## src/rtl/blob_pkg.sv

```systemverilog
// rtl/blob_pkg.sv - shared blob box constants, packing helpers and tx state encoding
package blob_pkg;

  localparam int MAX_OBJ_NUM = 15;
  localparam int H_BITS      = 10;
  localparam int V_BITS      = 9;
  localparam int BOX_BS      = 2 * (H_BITS + V_BITS);
  localparam logic [7:0] SYNC_BYTE = 8'hA5;

  // A box goes on the wire as a 40-bit record, zero-padded above the box bits.
  localparam int REC_BYTES = 5;
  localparam int REC_BITS  = 8 * REC_BYTES;

  localparam int SLOT_W = $clog2(MAX_OBJ_NUM);
  localparam int CNT_W  = $clog2(MAX_OBJ_NUM + 1);

  typedef logic [BOX_BS-1:0] box_t;

  typedef enum logic [2:0] {
    IDLE,
    SYNC,
    SEQ,
    CNT,
    BOX,
    CHK
  } tx_state_t;

  // Packs one box as {top, bottom, left, right}, top in the MSBs.
  function automatic box_t pack_box(
    input logic [V_BITS-1:0] top,
    input logic [V_BITS-1:0] bottom,
    input logic [H_BITS-1:0] left,
    input logic [H_BITS-1:0] right
  );
    return {top, bottom, left, right};
  endfunction

  // Byte idx (0 = most significant) of the padded record for one box.
  function automatic logic [7:0] record_byte(input box_t b, input logic [2:0] idx);
    logic [REC_BITS-1:0] w;
    w = {{(REC_BITS - BOX_BS){1'b0}}, b};
    return w[8 * (REC_BYTES - 1 - int'(idx)) +: 8];
  endfunction

endpackage

```

## src/rtl/blob_box_tx_if.sv

```systemverilog
// rtl/blob_box_tx_if.sv - valid/ready byte stream toward the link transmitter
interface blob_box_tx_if;

  logic [7:0] tx_data;
  logic       tx_valid;
  logic       tx_ready;

  modport master (
    output tx_data,
    output tx_valid,
    input  tx_ready
  );

  modport slave (
    input  tx_data,
    input  tx_valid,
    output tx_ready
  );

endinterface

```

## src/rtl/blob_box_tx_lowest_set_index.sv

```systemverilog
// rtl/blob_box_tx_lowest_set_index.sv - priority encoder: index of lowest set mask bit
module lowest_set_index #(
  parameter int WIDTH = 15,
  parameter int IDX_W = (WIDTH > 1) ? $clog2(WIDTH) : 1
) (
  input  logic [WIDTH-1:0] mask,
  output logic [IDX_W-1:0] index,
  output logic             any
);

  // Scan from the top so the lowest set bit is the last one written.
  always_comb begin
    index = '0;
    any   = |mask;
    for (int i = WIDTH - 1; i >= 0; i--) begin
      if (mask[i]) begin
        index = IDX_W'(i);
      end
    end
  end

endmodule

```

## src/rtl/blob_box_tx.sv

```systemverilog
// rtl/blob_box_tx.sv - per-frame snapshot of the box table, serialized as a framed byte packet
module blob_box_tx
  import blob_pkg::*;
(
  input  logic                          app_clk,
  input  logic                          app_rst,
  input  logic                          frame_done,
  input  logic [MAX_OBJ_NUM*BOX_BS-1:0] boxes,
  input  logic [MAX_OBJ_NUM-1:0]        box_valid,
  blob_box_tx_if.master                 tx,
  output logic                          busy,
  output logic [7:0]                    drop_count
);

  tx_state_t              state_q, state_n;
  box_t                   snap_q [MAX_OBJ_NUM];
  logic [MAX_OBJ_NUM-1:0] remaining_q, remaining_n;
  logic [CNT_W-1:0]       count_q, count_n;
  logic [SLOT_W-1:0]      slot_q, slot_n;
  logic [2:0]             byte_idx_q, byte_idx_n;
  logic [7:0]             sum_q, sum_n;
  logic [7:0]             seq_q, seq_n;
  logic [7:0]             data_q, data_n;
  logic                   valid_q, valid_n;
  logic                   busy_q, busy_n;
  logic [7:0]             drop_q, drop_n;
  logic                   latch_en;

  logic                   accept;
  logic [CNT_W-1:0]       pop_count;
  logic [MAX_OBJ_NUM-1:0] clear_mask;
  logic [MAX_OBJ_NUM-1:0] enc_in;
  logic [SLOT_W-1:0]      next_slot;
  logic                   next_any;
  box_t                   cur_box;
  box_t                   next_box;

  assign accept  = valid_q && tx.tx_ready;
  assign cur_box = snap_q[slot_q];

  // The slot being sent is removed from the mask as its last byte leaves;
  // in CNT nothing has been sent yet, so the whole mask is searched.
  assign clear_mask = remaining_q & ~(MAX_OBJ_NUM'(1) << slot_q);
  assign enc_in     = (state_q == CNT) ? remaining_q : clear_mask;
  assign next_box   = snap_q[next_slot];

  lowest_set_index #(
    .WIDTH (MAX_OBJ_NUM),
    .IDX_W (SLOT_W)
  ) u_next_slot (
    .mask  (enc_in),
    .index (next_slot),
    .any   (next_any)
  );

  // Number of live boxes in the incoming table, latched as N.
  always_comb begin
    pop_count = '0;
    for (int i = 0; i < MAX_OBJ_NUM; i++) begin
      pop_count = pop_count + CNT_W'(box_valid[i]);
    end
  end

  // Next state and next output byte; the byte after the one being accepted is
  // prepared here so tx_data can stay registered with no bubbles.
  always_comb begin
    state_n     = state_q;
    remaining_n = remaining_q;
    count_n     = count_q;
    slot_n      = slot_q;
    byte_idx_n  = byte_idx_q;
    sum_n       = sum_q;
    seq_n       = seq_q;
    data_n      = data_q;
    valid_n     = valid_q;
    busy_n      = busy_q;
    drop_n      = drop_q;
    latch_en    = 1'b0;

    // A pulse that lands while busy (including the CHK acceptance cycle) is lost.
    if (frame_done && busy_q && (drop_q != 8'hFF)) begin
      drop_n = drop_q + 8'd1;
    end

    case (state_q)
      IDLE: begin
        if (frame_done) begin
          latch_en    = 1'b1;
          remaining_n = box_valid;
          count_n     = pop_count;
          sum_n       = '0;
          data_n      = SYNC_BYTE;
          valid_n     = 1'b1;
          busy_n      = 1'b1;
          state_n     = SYNC;
        end
      end
      SYNC: begin
        if (accept) begin
          data_n  = seq_q;
          state_n = SEQ;
        end
      end
      SEQ: begin
        if (accept) begin
          sum_n   = sum_q + data_q;
          data_n  = {{(8 - CNT_W){1'b0}}, count_q};
          state_n = CNT;
        end
      end
      CNT: begin
        if (accept) begin
          sum_n = sum_q + data_q;
          if (count_q != '0) begin
            slot_n     = next_slot;
            byte_idx_n = 3'd0;
            data_n     = record_byte(next_box, 3'd0);
            state_n    = BOX;
          end else begin
            data_n  = sum_q + data_q;
            state_n = CHK;
          end
        end
      end
      BOX: begin
        if (accept) begin
          sum_n = sum_q + data_q;
          if (byte_idx_q != 3'(REC_BYTES - 1)) begin
            byte_idx_n = byte_idx_q + 3'd1;
            data_n     = record_byte(cur_box, byte_idx_q + 3'd1);
          end else begin
            remaining_n = clear_mask;
            byte_idx_n  = 3'd0;
            if (next_any) begin
              slot_n = next_slot;
              data_n = record_byte(next_box, 3'd0);
            end else begin
              data_n  = sum_q + data_q;
              state_n = CHK;
            end
          end
        end
      end
      CHK: begin
        if (accept) begin
          seq_n   = seq_q + 8'd1;
          data_n  = 8'h00;
          valid_n = 1'b0;
          busy_n  = 1'b0;
          state_n = IDLE;
        end
      end
      default: begin
        state_n = IDLE;
        valid_n = 1'b0;
        busy_n  = 1'b0;
      end
    endcase
  end

  // Control and output registers; reset abandons any packet in flight.
  always_ff @(posedge app_clk or posedge app_rst) begin
    if (app_rst) begin
      state_q     <= IDLE;
      remaining_q <= '0;
      count_q     <= '0;
      slot_q      <= '0;
      byte_idx_q  <= '0;
      sum_q       <= '0;
      seq_q       <= '0;
      data_q      <= '0;
      valid_q     <= 1'b0;
      busy_q      <= 1'b0;
      drop_q      <= '0;
    end else begin
      state_q     <= state_n;
      remaining_q <= remaining_n;
      count_q     <= count_n;
      slot_q      <= slot_n;
      byte_idx_q  <= byte_idx_n;
      sum_q       <= sum_n;
      seq_q       <= seq_n;
      data_q      <= data_n;
      valid_q     <= valid_n;
      busy_q      <= busy_n;
      drop_q      <= drop_n;
    end
  end

  // Box snapshot, taken only on the frame_done that starts a packet.
  always_ff @(posedge app_clk or posedge app_rst) begin
    if (app_rst) begin
      for (int i = 0; i < MAX_OBJ_NUM; i++) begin
        snap_q[i] <= '0;
      end
    end else if (latch_en) begin
      for (int i = 0; i < MAX_OBJ_NUM; i++) begin
        snap_q[i] <= boxes[i*BOX_BS +: BOX_BS];
      end
    end
  end

  assign tx.tx_data  = data_q;
  assign tx.tx_valid = valid_q;
  assign busy        = busy_q;
  assign drop_count  = drop_q;

endmodule

```

## src/flat_wrapper.sv

```systemverilog
// flat-port wrapper written by rule: the top's interface ports become plain ports
module blob_box_tx_flat import blob_pkg::*;
  (app_clk, app_rst, frame_done, boxes, box_valid, busy, drop_count, tx_tx_data, tx_tx_valid, tx_tx_ready);
  blob_box_tx_if tx_i ();
  input  logic app_clk;
  input  logic app_rst;
  input  logic frame_done;
  input  logic [MAX_OBJ_NUM*BOX_BS-1:0] boxes;
  input  logic [MAX_OBJ_NUM-1:0] box_valid;
  output logic busy;
  output logic [7:0] drop_count;
  output wire logic [$bits(tx_i.tx_data)-1:0] tx_tx_data;
  output wire logic [$bits(tx_i.tx_valid)-1:0] tx_tx_valid;
  input wire logic [$bits(tx_i.tx_ready)-1:0] tx_tx_ready;
  assign tx_tx_data = tx_i.tx_data;
  assign tx_tx_valid = tx_i.tx_valid;
  assign tx_i.tx_ready = tx_tx_ready;
  blob_box_tx u_core (.app_clk(app_clk), .app_rst(app_rst), .frame_done(frame_done), .boxes(boxes), .box_valid(box_valid), .tx(tx_i), .busy(busy), .drop_count(drop_count));
endmodule
```

## config.mk

```make
export PLATFORM = sky130hd
export DESIGN_NAME = blob_box_tx_flat
export DESIGN_NICKNAME = d
export VERILOG_FILES = /design/src/rtl/blob_pkg.sv /design/src/rtl/blob_box_tx_if.sv /design/src/rtl/blob_box_tx_lowest_set_index.sv /design/src/rtl/blob_box_tx.sv /design/src/flat_wrapper.sv
export SDC_FILE = /design/constraint.sdc
export NUM_CORES = 2
export LEC_CHECK = 0
export BUFFER_PORTS_ARGS = -buffer_cell sky130_fd_sc_hd__buf_2
export CELL_PAD_IN_SITES_DETAIL_PLACEMENT = 0
export CELL_PAD_IN_SITES_GLOBAL_PLACEMENT = 1
export CORE_AREA = 2 2 282 284
export CTS_CLUSTER_DIAMETER = 150
export DETAILED_ROUTE_END_ITERATION = 10
export DIE_AREA = 0 0 284 286
export PLACE_DENSITY_LB_ADDON = 0.1
export SYNTH_ARGS = -nofsm -noshare
export SYNTH_HDL_FRONTEND = slang
export SYNTH_HIERARCHICAL = 1
export SYNTH_SLANG_ARGS = --single-unit
```

## constraint.sdc

```tcl
create_clock -name app_clk -period 43.6 [get_ports app_clk]
set_input_delay 8.72 -clock app_clk [delete_from_list [all_inputs] [get_ports app_clk]]
set_output_delay 8.72 -clock app_clk [all_outputs]
set_load 0.1 [all_outputs]
```

**After elaboration in Yosys (flattened, before gate mapping)**

Index checks and enable logic that the tools add are counted.

- Muxes and demuxes: 65
- Div/mod/pow operators: 0
- Shift-type cells: 2
- Multiply operators: 0
- Bitwise logic cells: 5
- $add $sub $neg: 19
- Equal/unequal tests: 18
- Order comparisons: 2
- Reductions and logical operators: 21

Operator list:

| operator | count |
|---|---|
| $bmux W38 S4 | 2 |
| $mux W38 | 4 |
| $mux W8 | 11 |
| $mux W4 | 20 |
| $mux W15 | 4 |
| $add A4 B1 Y4 | 13 |
| $pmux W8 S6 | 1 |
| $shiftx A40 B32 Y8 | 1 |
| $mux W3 | 12 |
| $pmux W15 S2 | 1 |
| $pmux W3 S6 | 1 |
| $add A8 B1 Y8 const B | 2 |
| $pmux W8 S2 | 1 |
| $and A15 B15 Y15 | 1 |
| $not A15 Y15 | 1 |
| $reduce_or A15 Y1 | 1 |
| $shl A1 B4 Y15 const A | 1 |
| $ne A2 B1 Y1 const B | 7 |
| $ge A5 B5 Y1 const B | 2 |
| $not A4 Y5 | 2 |
| $add A8 B8 Y8 | 1 |
| $ne A2 B2 Y1 const B | 4 |
| $ne A8 B8 Y1 const B | 1 |
| $pmux W4 S2 | 1 |
| 24 further kinds | 37 |

- Bits in writable memories: 0
- Bits in latches: 0
- Word-level logic and storage cells: 157
- Bits in registers: 632
- Output and inout port bits: 18
- Input bits: 589
- Bits in read-only memories: 0
- Memories: 0

**Logic depth before layout (Yosys ltp)**

- Depth after elaboration: 27
- Depth in mapped cells: 21

**By module**

The synthesis kept the hierarchy.

By module, submodules not included:

| module | seq. area each (um2) | area each (um2) | cells each | instances |
|---|---|---|---|---|
| blob_box_tx | 15,815.2 | 30,859.6 | 3,383 | 1 |
| lowest_set_index | 0.0 | 158.9 | 27 | 1 |

**Worst setup path before layout**

No wires, ideal clock.

- Path kind: in2reg
- Start: input box_valid[5]
- End: register u_core.count_q[1]
- Setup slack: 31.813 ns
- Cell stages on the path: 10
- Library setup time: 0.083 ns
- Arrival: 11.704 ns
- Cell sequence: fa_1 inv_1 fa_1 fa_1 fa_1 inv_1 fa_1 inv_1 fa_1 o21ai_0

- Longest elaborated chain between the ends: 10

RTL lines:

| what | line | RTL |
|---|---|---|
| start, declared | flat_wrapper.sv:9 | `input logic [MAX_OBJ_NUM-1:0] box_valid;` |
| $add A4 B1 Y4 (10 in a row) | blob_box_tx.sv:60 | `pop_count = pop_count + CNT_W'(box_valid[i]);` |
| end signal, assigned | blob_box_tx.sv:178 | `count_q <= count_n;` |
| end, declared | blob_box_tx.sv:18 | `logic [CNT_W-1:0] count_q, count_n;` |

Every way passes these cells.
A chain may end at the register's enable or synchronous reset.

**Worst setup path in the final report**

- Start: input frame_done
- End: register u_core/snap_q[560] (netlist bit)

- Longest elaborated chain between the ends: 2

RTL lines:

| what | line | RTL |
|---|---|---|
| start, declared | flat_wrapper.sv:7 | `input logic frame_done;` |
| $mux W1 | blob_box_tx.sv:87 | `if (frame_done) begin` |
| $mux W1 | blob_box_tx.sv:85 | `case (state_q)` |
| end signal, assigned by index | blob_box_tx.sv:198 | `snap_q[i] <= boxes[i*BOX_BS +: BOX_BS];` |
| end, declared | blob_box_tx.sv:16 | `box_t snap_q [MAX_OBJ_NUM];` |

Every way passes these cells.

==> flow_summary.ini <==
[outcome]
status = complete, no violations

[clock_network]
cts_tree = done
cts_setup_buffers = 0
htreeDepth = 3
clkLatencyLatePin_ns = 0.63
cts_hold_buf = 0
clk_pin_slew_ns = 0.06
clk_path_buf_depth = 3
clockRootBuffer = clkbuf_16
clock_sinks = 632
cts_buffers = 75
cts-resized-gates = 0

[grt]
grt_pass1_wl_um = 173000
grt.total_usage_pct = 28.7
grt_max_degree = 232
grt_pass1_vias = 26500
grt_util_met2_pct = 48.7
antenna_found_initial = 71
met3_usage_pct = 5.79
grt_busiest_layer = met2
gr-total-overflow = 0
use_met1_pct = 36.5

[synth]
synthFlopType = dfrtp_1
synth-seq-cells = 632
synth_top_family_by_area = simple AND/OR/NAND/NOR gates
synth_area_per_cell_um2 = 9.10
synth_compound_area_share_pct = 6.78
ys.warnings.count = 6
synth_edf_count = 0
synthMuxAreaShare_pct = 12.3
synth_seq_area_share_pct = 51.0
synthAdderAreaFrac_pct = 1.23
syn_nets = 4023
synthesis.instances = 3410
synth_cell_types = 77
syn_area_mm2 = 0.0310
synthSimpleGateAreaFrac_pct = 24.3
synth-xor-area-share_pct = 0.621
async_flop_share_pct = 100

[finish]
drive_gt1_share_pct = 23.2
syn_to_final_growth_pct = 20.5
nNetsFinal = 4524

[timing]
setup_viol = 0
tightest_slew_ns = 1.34
rsz0062_at_grt = no
slew_headroom_pct = 8.25
fin_crit_ns = 11.92
skew_ns = 0.0194
drv_slew = 0
min_period_over_period_pct = 27.3
fin_setup_tns_ns = 0
fmax_mhz = 83.9
fin_hold_ws_ns = 0.465
hold_viol = 0

[route]
drt-initial-drc-count = 2570
routed_wl_um = 118000
vias_per_cell = 5.26
vias = 26500
drc = 0
first_pass_iters = 6
ant_nets = 0
wire_per_inst_um = 23.3

[worst_setup_path]
setup.worst_path.start_class = primary input
crit_arrival_ns = 12.48
cp.required_ns = 44.16
critical_path_class = primary input to register
cp_max_fo = 196
rrSetupSlack_ns = 38.20
endpoint_kind = register

[flow_run]
max_cap_violations = 0

[floorplan]
die_w_um = 284
initial_utilization_pct = 39.6
boundaryPins = 607
die_height_um = 286
rows = 103
core_mm2 = 0.0784
die-area_mm2 = 0.0812

[power]
comb_power_share_pct = 4.6
seqPwrFrac_pct = 45.5
total_leakage_power_nw = 19.8
power_density_mw_per_mm2 = 34.5
power_switching_w = 0.000294
peakVddDrop_mv = 0.0236
switching_share_pct = 22.7
p_int_w = 0.000998
clkPwrFrac_pct = 49.9

[placed_design]
place_hpwl_um = 84900
io_buffers = 606
gp_congestion = 0.946

[worst_hold_path]
min_path_type = register to register
## layer usage
layer	vias to the layer above	part of all wire, %	wire (µm)
li1	12300	-	-
met3	250	6.2	7310
met2	851	50	58500
met1	13100	40	47100
met4	46	3.7	4390
met5	-	0.24	284
## cell usage in the layout, fill, tap and decap left out, drive strengths merged, types with 5 or more instances in the layout
cell type,netlist,routed
nor2b,13,13
nand3,26,26
xnor2,12,12
mux2,29,29
o21a,15,15
o22ai,12,12
nand3b,7,7
and2,10,10
mux4,124,124
a221oi,22,22
dfrtp,632,632
a31oi,11,11
nor4,7,7
a22oi,21,21
o21ai,79,79
o221ai,12,12
a21oi,42,42
a211oi,13,13
inv,49,50
o211ai,18,18
nand2b,16,16
o31ai,7,7
clkbuf,166,115
bufinv,0,5
buf,53,643
xor2,10,10
nor2,62,62
and3,5,5
mux2i,67,67
diode,0,22
a221o,6,6
a2111oi,5,5
ha,13,13
nand2,1757,1757
nor3,8,8
nand4,8,8
o2bb2ai,7,7
fa,11,11
clkinv,0,11
## worst paths after layout
kind,depth (start not counted),startpoint,to
worst max register to register,14,u_core/slot_q[1]$_DFFE_PP0P_,u_core/tx.tx_data[3]$_DFFE_PP0P_
worst max-delay path,7,frame_done,u_core/snap_q[560]$_DFFE_PP0P_
worst min-delay path,2,u_core/snap_q[211]$_DFFE_PP0P_,u_core/snap_q[211]$_DFFE_PP0P_
max in group asynchronous,4,app_rst,u_core/snap_q[198]$_DFFE_PP0P_
min in group asynchronous,2,app_rst,u_core/snap_q[22]$_DFFE_PP0P_
worst min register to register,2,u_core/snap_q[211]$_DFFE_PP0P_,u_core/snap_q[211]$_DFFE_PP0P_
## logic make-up (layout without fill, tap and decap cells)
family | after synthesis | in the layout
xor gates and xnor gates | 22 | 22
AOI/OAI and AO/OA | 308 | 308
and+or+nand+nor | 1936 | 1936
muxes | 220 | 220
buffers and inverters | 268 | 825
DFF | 632 | 632
adders and majority gates | 24 | 24
other | 0 | 22
## state kept, by name, indices dropped and copies added, names as in the netlist
signal	flops
u_core/busy	1
u_core/byte_idx_q	3
u_core/count_q	4
u_core/drop_count	8
u_core/remaining_q	15
u_core/seq_q	8
u_core/slot_q	4
u_core/snap_q	570
u_core/state_q	3
u_core/sum_q	8
u_core/tx.tx_data	8
## through the flow
step	total power, W	setup slack (ns)	cells	instance area, µm²	utilization (%)
floorplan	0.000619	17.18	3410	31000	-
global placement	0.000659	31.16	4884	34800	44.4
detailed placement	0.000659	31.14	4884	34800	44.4
CTS	0.00131	31.78	5017	37300	47.7
global route	0.00134	31.43	5032	37400	47.7
finish	0.00129	31.68	5039	37400	47.7
## critical path: stages
cell and delay, ns:
buf_2 0.20, nand3_4 0.59, buf_4 0.82, buf_12 0.60
buf_4 0.84, nand2_1 0.14, nand2_1 0.11
## synthesized netlist by cell type, drive strengths merged (4+ instances only)
| library cell | number | area, µm² |
|---|---|---|
| a2111oi | 5 | 45.0 |
| a211oi | 13 | 103 |
| a21o | 4 | 30.0 |
| a21oi | 42 | 210 |
| a221o | 6 | 60.1 |
| a221oi | 22 | 193 |
| a22oi | 21 | 158 |
| a31oi | 11 | 68.8 |
| and2 | 10 | 62.6 |
| and3 | 5 | 31.3 |
| buf | 53 | 343 |
| clkbuf | 166 | 627 |
| dfrtp | 632 | 15800 |
| fa | 11 | 220 |
| ha | 13 | 163 |
| inv | 49 | 184 |
| mux2 | 29 | 327 |
| mux2i | 67 | 671 |
| mux4 | 124 | 2820 |
| nand2 | 1757 | 6600 |
| nand2b | 16 | 100 |
| nand3 | 26 | 130 |
| nand3b | 7 | 52.6 |
| nand4 | 8 | 50.1 |
| nor2 | 62 | 233 |
| nor2b | 13 | 81.3 |
| nor3 | 8 | 40.0 |
| nor4 | 7 | 43.8 |
| o211ai | 18 | 135 |
| o21a | 15 | 113 |
| o21ai | 79 | 395 |
| o221ai | 12 | 105 |
| o22ai | 12 | 75.1 |
| o2bb2ai | 7 | 61.3 |
| o31ai | 7 | 52.6 |
| xnor2 | 12 | 105 |
| xor2 | 10 | 87.6 |
## cell type report
class	instances	area, µm²
Antenna cell	22	55.1
Clock buffer	115	2250
Clock inverter	18	267
Fill cell	7928	41000
Inverter	49	191
Multi-Input combinational cell	2510	14100
Sequential cell	632	15800
Tap cell	1050	1310
Timing Repair Buffer	643	3370
## power groups by stage
stage               sequential (W)  combinational [W]  clock (W)
floorplan                 0.000600          0.0000193          0
global placement          0.000598          0.0000612          0
detailed placement        0.000598          0.0000607          0
CTS                       0.000587          0.0000611   0.000659
global route              0.000587          0.0000666   0.000681
finish                    0.000587          0.0000594   0.000645
Note: power is estimated with default switching activity, not from simulation.
